--- config.mk ---
export PLATFORM = sky130hd
export DESIGN_NAME = fib_bcd
export DESIGN_NICKNAME = d
export VERILOG_FILES = /design/src/rtl/fib_bcd.sv
export SDC_FILE = /design/constraint.sdc
export NUM_CORES = 1
export LEC_CHECK = 0
export CORE_MARGIN = 1.5
export CORE_UTILIZATION = 59
export CTS_CLUSTER_SIZE = 20
export DETAILED_ROUTE_END_ITERATION = 6
export PLACE_DENSITY = 0.83
export SETUP_SLACK_MARGIN = 0.05
export SYNTH_ARGS = -nofsm -noshare
export SYNTH_HDL_FRONTEND = slang
export SYNTH_SLANG_ARGS = --single-unit
export TNS_END_PERCENT = 5
--- constraint.sdc ---
create_clock -name clk -period 3.7 [get_ports clk]
set_input_delay 0.74 -clock clk [delete_from_list [all_inputs] [get_ports clk]]
set_output_delay 0.74 -clock clk [all_outputs]
set_load 0.05 [all_outputs]
--- src/rtl/fib_bcd.sv ---
// fib_bcd: converts a 10-bit binary value from the upstream Fibonacci stage into
// BCD with a 10-step double-dabble, then streams the digits most significant first.
// Optional build macro FIB_BCD_LZS_EN: when defined, leading zero digits are
// suppressed (a value of 0 still emits a single 0 digit).
//
// Output handshake: a digit transfers on a rising edge where out_valid and
// out_ready are both 1; while out_valid=1 and out_ready=0 the digit and out_last
// hold steady, and out_valid never drops until the transfer happens.
module fib_bcd (
  input  logic       clk,
  input  logic       rst,
  input  logic       done,
  input  logic [9:0] f,
  input  logic       out_ready,
  output logic       out_valid,
  output logic [3:0] out_digit,
  output logic       out_last,
  output logic       busy,
  output logic       overrun,
  output logic [1:0] dbg_state
);

  typedef enum logic [1:0] {
    IDLE = 2'd0,
    CONV = 2'd1,
    EMIT = 2'd2
  } state_t;

  state_t      state_q;
  logic [25:0] shift_q;     // {thousands, hundreds, tens, units, binary}
  logic [3:0]  iter_q;
  logic [1:0]  idx_q;
  logic        out_valid_q;
  logic [3:0]  out_digit_q;
  logic        out_last_q;
  logic        overrun_q;

  logic [25:0] adj_d;
  logic [25:0] dabble_d;
  logic [1:0]  start_idx_d;
  logic [1:0]  idx_dec_d;

  function automatic logic [3:0] nib(input logic [15:0] bcd, input logic [1:0] i);
    return bcd[{i, 2'b00} +: 4];
  endfunction

  // One double-dabble step on the current register, plus the first digit index
  // to present if this step is the last one.
  always_comb begin
    adj_d = shift_q;
    for (int n = 0; n < 4; n++) begin
      if (shift_q[10 + 4*n +: 4] >= 4'd5)
        adj_d[10 + 4*n +: 4] = shift_q[10 + 4*n +: 4] + 4'd3;
    end
    dabble_d  = adj_d << 1;
    idx_dec_d = idx_q - 2'd1;
`ifdef FIB_BCD_LZS_EN
    if (dabble_d[25:22] != 4'd0)      start_idx_d = 2'd3;
    else if (dabble_d[21:18] != 4'd0) start_idx_d = 2'd2;
    else if (dabble_d[17:14] != 4'd0) start_idx_d = 2'd1;
    else                              start_idx_d = 2'd0;
`else
    start_idx_d = 2'd3;
`endif
  end

  // Control FSM with registered digit outputs; reset overrides everything.
  always_ff @(posedge clk) begin
    if (rst) begin
      state_q     <= IDLE;
      shift_q     <= '0;
      iter_q      <= '0;
      idx_q       <= 2'd3;
      out_valid_q <= 1'b0;
      out_digit_q <= '0;
      out_last_q  <= 1'b0;
      overrun_q   <= 1'b0;
    end else begin
      case (state_q)
        IDLE: begin
          if (done) begin
            shift_q <= {16'b0, f};
            iter_q  <= '0;
            state_q <= CONV;
          end
        end
        CONV: begin
          if (done) overrun_q <= 1'b1;
          shift_q <= dabble_d;
          iter_q  <= iter_q + 4'd1;
          if (iter_q == 4'd9) begin
            state_q     <= EMIT;
            idx_q       <= start_idx_d;
            out_valid_q <= 1'b1;
            out_digit_q <= nib(dabble_d[25:10], start_idx_d);
            out_last_q  <= (start_idx_d == 2'd0);
          end
        end
        EMIT: begin
          if (out_ready && idx_q == 2'd0) begin
            // Final transfer; a coincident done starts the next value at once.
            out_valid_q <= 1'b0;
            out_digit_q <= '0;
            out_last_q  <= 1'b0;
            idx_q       <= 2'd3;
            if (done) begin
              shift_q <= {16'b0, f};
              iter_q  <= '0;
              state_q <= CONV;
            end else begin
              state_q <= IDLE;
            end
          end else begin
            if (done) overrun_q <= 1'b1;
            if (out_ready) begin
              idx_q       <= idx_dec_d;
              out_digit_q <= nib(shift_q[25:10], idx_dec_d);
              out_last_q  <= (idx_dec_d == 2'd0);
            end
          end
        end
        default: state_q <= IDLE;
      endcase
    end
  end

  assign out_valid = out_valid_q;
  assign out_digit = out_digit_q;
  assign out_last  = out_last_q;
  assign overrun   = overrun_q;
  assign busy      = (state_q != IDLE);
  assign dbg_state = state_q;

endmodule

### Yosys cells after proc, flatten, opt, wreduce, memory -nomap -nowiden

Index checks and enable logic that the tools add are counted.

| word-level totals | value |
|---|---|
| input bits | 14 |
| register bits after elaboration | 41 |
| output and inout port bits | 10 |
| logic and storage cells | 72 |

| operators by class | value |
|---|---|
| add/sub/neg operators | 6 |
| reduce and logical (&&, ||, !) cells | 12 |
| $lt $le $gt $ge | 4 |
| muxes and demuxes | 33 |
| shifts and indexed selects | 1 |
| eq/ne operators | 8 |

Operators with widths:

| operator | number |
|---|---|
| one-hot mux 26 bit (3 select lines) | 1 |
| 2-to-1 mux 26 bit | 2 |
| 2-to-1 mux 4 bit | 8 |
| >= comparator 4 x 3 -> 1 bit (second input constant) | 4 |
| variable part select 16 x 5 -> 4 bit | 1 |
| adder 4 x 2 -> 4 bit (second input constant) | 3 |
| 2-to-1 mux 2 bit | 6 |
| one-hot mux 4 bit (3 select lines) | 1 |
| AND reduction 3 bit | 3 |
| 2-to-1 mux 1 bit | 8 |
| != test 2 bit (second input constant) | 4 |
| one-hot mux 4 bit (2 select lines) | 1 |
| logical NOT 2 bit | 3 |
| one-hot mux 1 bit (2 select lines) | 3 |
| one-hot mux 2 bit (3 select lines) | 1 |
| adder 4 x 1 -> 4 bit (second input constant) | 1 |
| == test 4 bit (second input constant) | 1 |
| one-hot mux 2 bit (2 select lines) | 1 |
| AND reduction 2 bit | 2 |
| nonzero test 2 bit | 2 |
| adder 3 x 2 -> 3 bit (second input constant) | 1 |
| 2-to-1 mux 3 bit | 1 |
| != test 3 bit (second input constant) | 1 |
| nonzero test 3 bit | 1 |
| other kinds (4) | 4 |

### Depth between registers and ports, before layout

| logic depth | value |
|---|---|
| depth after elaboration | 5 |
| depth in mapped cells | 9 |

### Worst setup path before layout

No wires, ideal clock.

| timing path | value |
|---|---|
| path kind | register to register |
| start point | register idx_q[0] |
| end point | register out_digit_q[3] (netlist: out_digit[3]) |
| data required time | 3,570 ps |
| arrival | 1,698 ps |
| library setup time | 130 ps |
| clock period less this slack | 1,828 ps |
| setup slack | 1,872 ps |
| cell stages (with the launch flop) | 7 |
| cell sequence | dfxtp_1 > buf_2 > inv_1 > ha_1 > mux4_2 > a211oi_1 > nor3_1 |

| on the way | value |
|---|---|
| cells in the longest elaborated chain, start to end | 5 |

Ends and longest elaborated chain:

| item | line | source |
|---|---|---|
| start: declaration | 32 | `logic [1:0] idx_q;` |
| start signal: assignment | 93 | `idx_q <= start_idx_d;` |
| start signal: assignment | 116 | `idx_q <= idx_dec_d;` |
| subtractor 2 x 1 -> 2 bit | 56 | `idx_dec_d = idx_q - 2'd1;` |
| variable part select 16 x 5 -> 4 bit | 44 | `return bcd[{i, 2'b00} +: 4];` |
| 2-to-1 mux 4 bit | 115 | `if (out_ready) begin` |
| 2-to-1 mux 4 bit | 100 | `if (out_ready && idx_q == 2'd0) begin` |
| one-hot mux 4 bit (2 select lines) | 79 | `case (state_q)` |
| end signal: assignment | 95 | `out_digit_q <= nib(dabble_d[25:10], start_idx_d);` |
| end signal: assignment | 117 | `out_digit_q <= nib(shift_q[25:10], idx_dec_d);` |
| end: declaration | 34 | `logic [3:0] out_digit_q;` |

Several ways; a longest one is shown, not always the timed one. The select of a mux whose other input is x is not followed.
A chain may end at the register's enable or synchronous reset.

### Final worst setup path

| timing path | value |
|---|---|
| start point | register state_q[1] (netlist: dbg_state[1]) |
| end point | output port busy |

| on the way | value |
|---|---|
| cells in the longest elaborated chain, start to end | 1 |

Ends and longest elaborated chain:

| item | line | source |
|---|---|---|
| start: declaration | 29 | `state_t state_q;` |
| start signal: assignment | 70 | `state_q <= IDLE;` |
| start signal: assignment | 84 | `state_q <= CONV;` |
| start signal: assignment | 92 | `state_q <= EMIT;` |
| nonzero test 2 bit | 131 | `assign busy = (state_q != IDLE);` |
| end: declaration | 18 | `output logic busy,` |

No other way between the ends.

==> results.ini <==
[run_status]
status=complete, no violations

[clocking]
cts_tree=built
post_cts_buffers=0
cts_resized=0
cts.path.max_buffers=2
hold_buffers=0
clk_pin_slew_ns=0.12
cts_buffers=5
cts_max_level=2
clockRootBuffer=clkbuf_4
cts.sinks=41
insertion_delay_ns=0.34

[hold_path]
min_path_type=reg -> reg
min_delay_path_depth=2

[logic_synthesis]
synth_top_area_cell=dfxtp_1
synthTopCellsByCount=dfxtp_1 (41), nor2_1 (33), nand2_1 (16), a21oi_1 (15), inv_1 (13)
ys_seq_area_share_pct=39.8
syn_nets=260
yosysWarnings=0
post-synth-top-count-cell=dfxtp_1
synth.distinct_cells=37
ys.flop_type=dfxtp_1
syn_area_per_cell_um2=8.81
synth_edf_count=0
synth_top_cell_area_share_pct=39.8
netlist_area_mm2=0.00206
synth_area_leaders=dfxtp_1 (40%), ha_1 (7.3%), nor2_1 (6.0%)
netlist_instances=234
ys_seq_elements=41
async_flop_share_pct=0

[drt]
post_drt_via_cell_ratio=5.80
drc=0
drtPass1Iterations=4
drtIter0Drc=138
routed_wl_um=4080
drtAntennaViolNets=0
routedWlPerCell_um=13.6
vias=1746

[global_route]
first_global_vias=1585
grt_pass1_wl_um=7160
grt_max_degree=25
grt-ovfl-total=0
track_usage_pct=22.7
grt_antenna_before_repair=0

[setup_path]
reg2regPathDepth=7
cp_max_fo=8
critPathCapture=busy
rr_startpoint=idx_q[0]
critPathRequiredTime_ns=2.96
critical-path-top-delay-family=buffers and inverters
cpPeakStageDelay_ns=0.79
critical_path.slowest_cell=clkdlybuf4s50_1
r2r_slack_ns=1.60
critPathArrivalTime_ns=1.77
crit_path_start_kind=flop
cp-end-kind=output pin
startpoint=dbg_state[1]
reg2reg_to=shift_q[25]
cp_num_buf_inv=1
path_cells=or2_2 -> clkdlybuf4s50_1
critPathKind=reg -> out
worstSetupPathDepth=2

[sta]
finalCritPeriodShare_pct=67.8
rsz0062_at_grt=no
fmax_mhz=399
slew_violations=0
hold_viol=0
worst_pin_slew_ns=0.788
finalCriticalPeriod_ns=2.51
tns_ns=0
skew_ns=0.0149
finalSetupViolCount=0
maxSlewHeadroom_pct=47.4

[cells_and_area]
fillers=288
final_area_mm2=0.00237
drive_above_1_share_pct=7.06
n_antenna_cell=0
layout.nets=280
areaGrowthSynthToFinish_pct=14.8

[floorplan]
initial_core_util_pct=61.8
die_w_um=62.1
row_count=21
core-area_mm2=0.00334
dieHeight_um=62.1
pin_count=24
die_area_mm2=0.00386

[run]
cap_violations=0

[pwr]
vdd_drop_max_mv=0.283
power.leakage_nw=0.892
power_density_mw_per_mm2=330

[placement]
hpwlAfterDp_um=2860
gp_congestion=0.781
place_area_mm2=0.00230
port-buffer-count=23

## worst min-delay path by stage
stage,from,to,slack [ns]
3_3_place_gp,overrun,overrun,0.43
4_1_cts,overrun,overrun,0.45
2_1_floorplan,shift_q[5],shift_q[6],0.45
3_5_place_dp,overrun,overrun,0.44
6_report,overrun,overrun,0.45
5_1_grt,out_last,out_last,0.49
## metal layers
| metal | vias up | GRT usage, % | share of wire [%] |
|---|---|---|---|
| met5 | - | 0 | 0 |
| met4 | 0 | 6.39 | 0.44 |
| met3 | 2 | 5.07 | 3.9 |
| met2 | 38 | 38.5 | 49 |
| met1 | 831 | 29.2 | 46 |
| li1 | 875 | - | - |
## flip-flops by register name, indices dropped and copies added (netlist names)
name / count
shift_q: 26
iter_q: 4
out_digit: 4
dbg_state: 2
idx_q: 2
out_last: 1
out_valid: 1
overrun: 1
## worst min-delay path, stage by stage (launching register included)
cell,delay (ns)
dfxtp_1,0.33
inv_1,0.04
a21oi_1,0.05
## placed cells by master (no fill, tap or decap), types with 4 or more instances in the layout
| cell | instances |
|---|---|
| dfxtp_1 | 41 |
| nor2_1 | 33 |
| clkdlybuf4s50_1 | 23 |
| nand2_1 | 16 |
| a21oi_1 | 15 |
| inv_1 | 13 |
| ha_1 | 12 |
| nand2b_1 | 9 |
| o21ai_0 | 9 |
| nor3_1 | 9 |
| a22oi_1 | 8 |
| nand3_1 | 6 |
| xnor2_1 | 6 |
| a222oi_1 | 5 |
| a311oi_1 | 5 |
| clkbuf_4 | 5 |
| mux4_2 | 4 |
## stage by stage
step	std cells	util [%]	hold WS, ns	setup WS, ns	power [W]
after floorplan	234	-	0.454	1.87	0.000523
after global placement	293	69.0	0.432	1.09	0.000550
after detailed placement	293	69.0	0.436	1.02	0.000551
after CTS	301	70.9	0.455	1.17	0.000790
after global routing	301	70.9	0.485	1.09	0.000821
final	301	70.9	0.452	1.19	0.000780
## power breakdown
group	total [W]	switching (W)	internal (W)
registers	0.000461	0.00000798	0.000453
logic	0.0000809	0.0000475	0.0000333
clock network	0.000239	0.000146	0.0000928
total	0.000780	0.000202	0.000579
## layout make-up
| class | instances | area, µm² | share of cell area, % |
|---|---|---|---|
| multi-input cells | 168 | 1130 | 47.7 |
| flip-flops and latches | 41 | 821 | 34.7 |
| repair buffers | 25 | 245 | 10.4 |
| well taps | 46 | 57.6 | 2.43 |
| clock buffers | 6 | 51.3 | 2.17 |
| inverters | 13 | 48.8 | 2.06 |
| clock inverters | 2 | 13.8 | 0.581 |
## cells by family after synthesis
logic type      count (synthesis)  share of synthesized area (%)
simple gates                   83                           18.6
fa+ha+maj                      12                           7.28
compound gates                 59                           20.2
xor+xnor                        8                           3.40
flops                          41                           39.8
buf+inv                        25                           5.40
mux                             6                           5.34
Power figures use the tool's default switching activity.
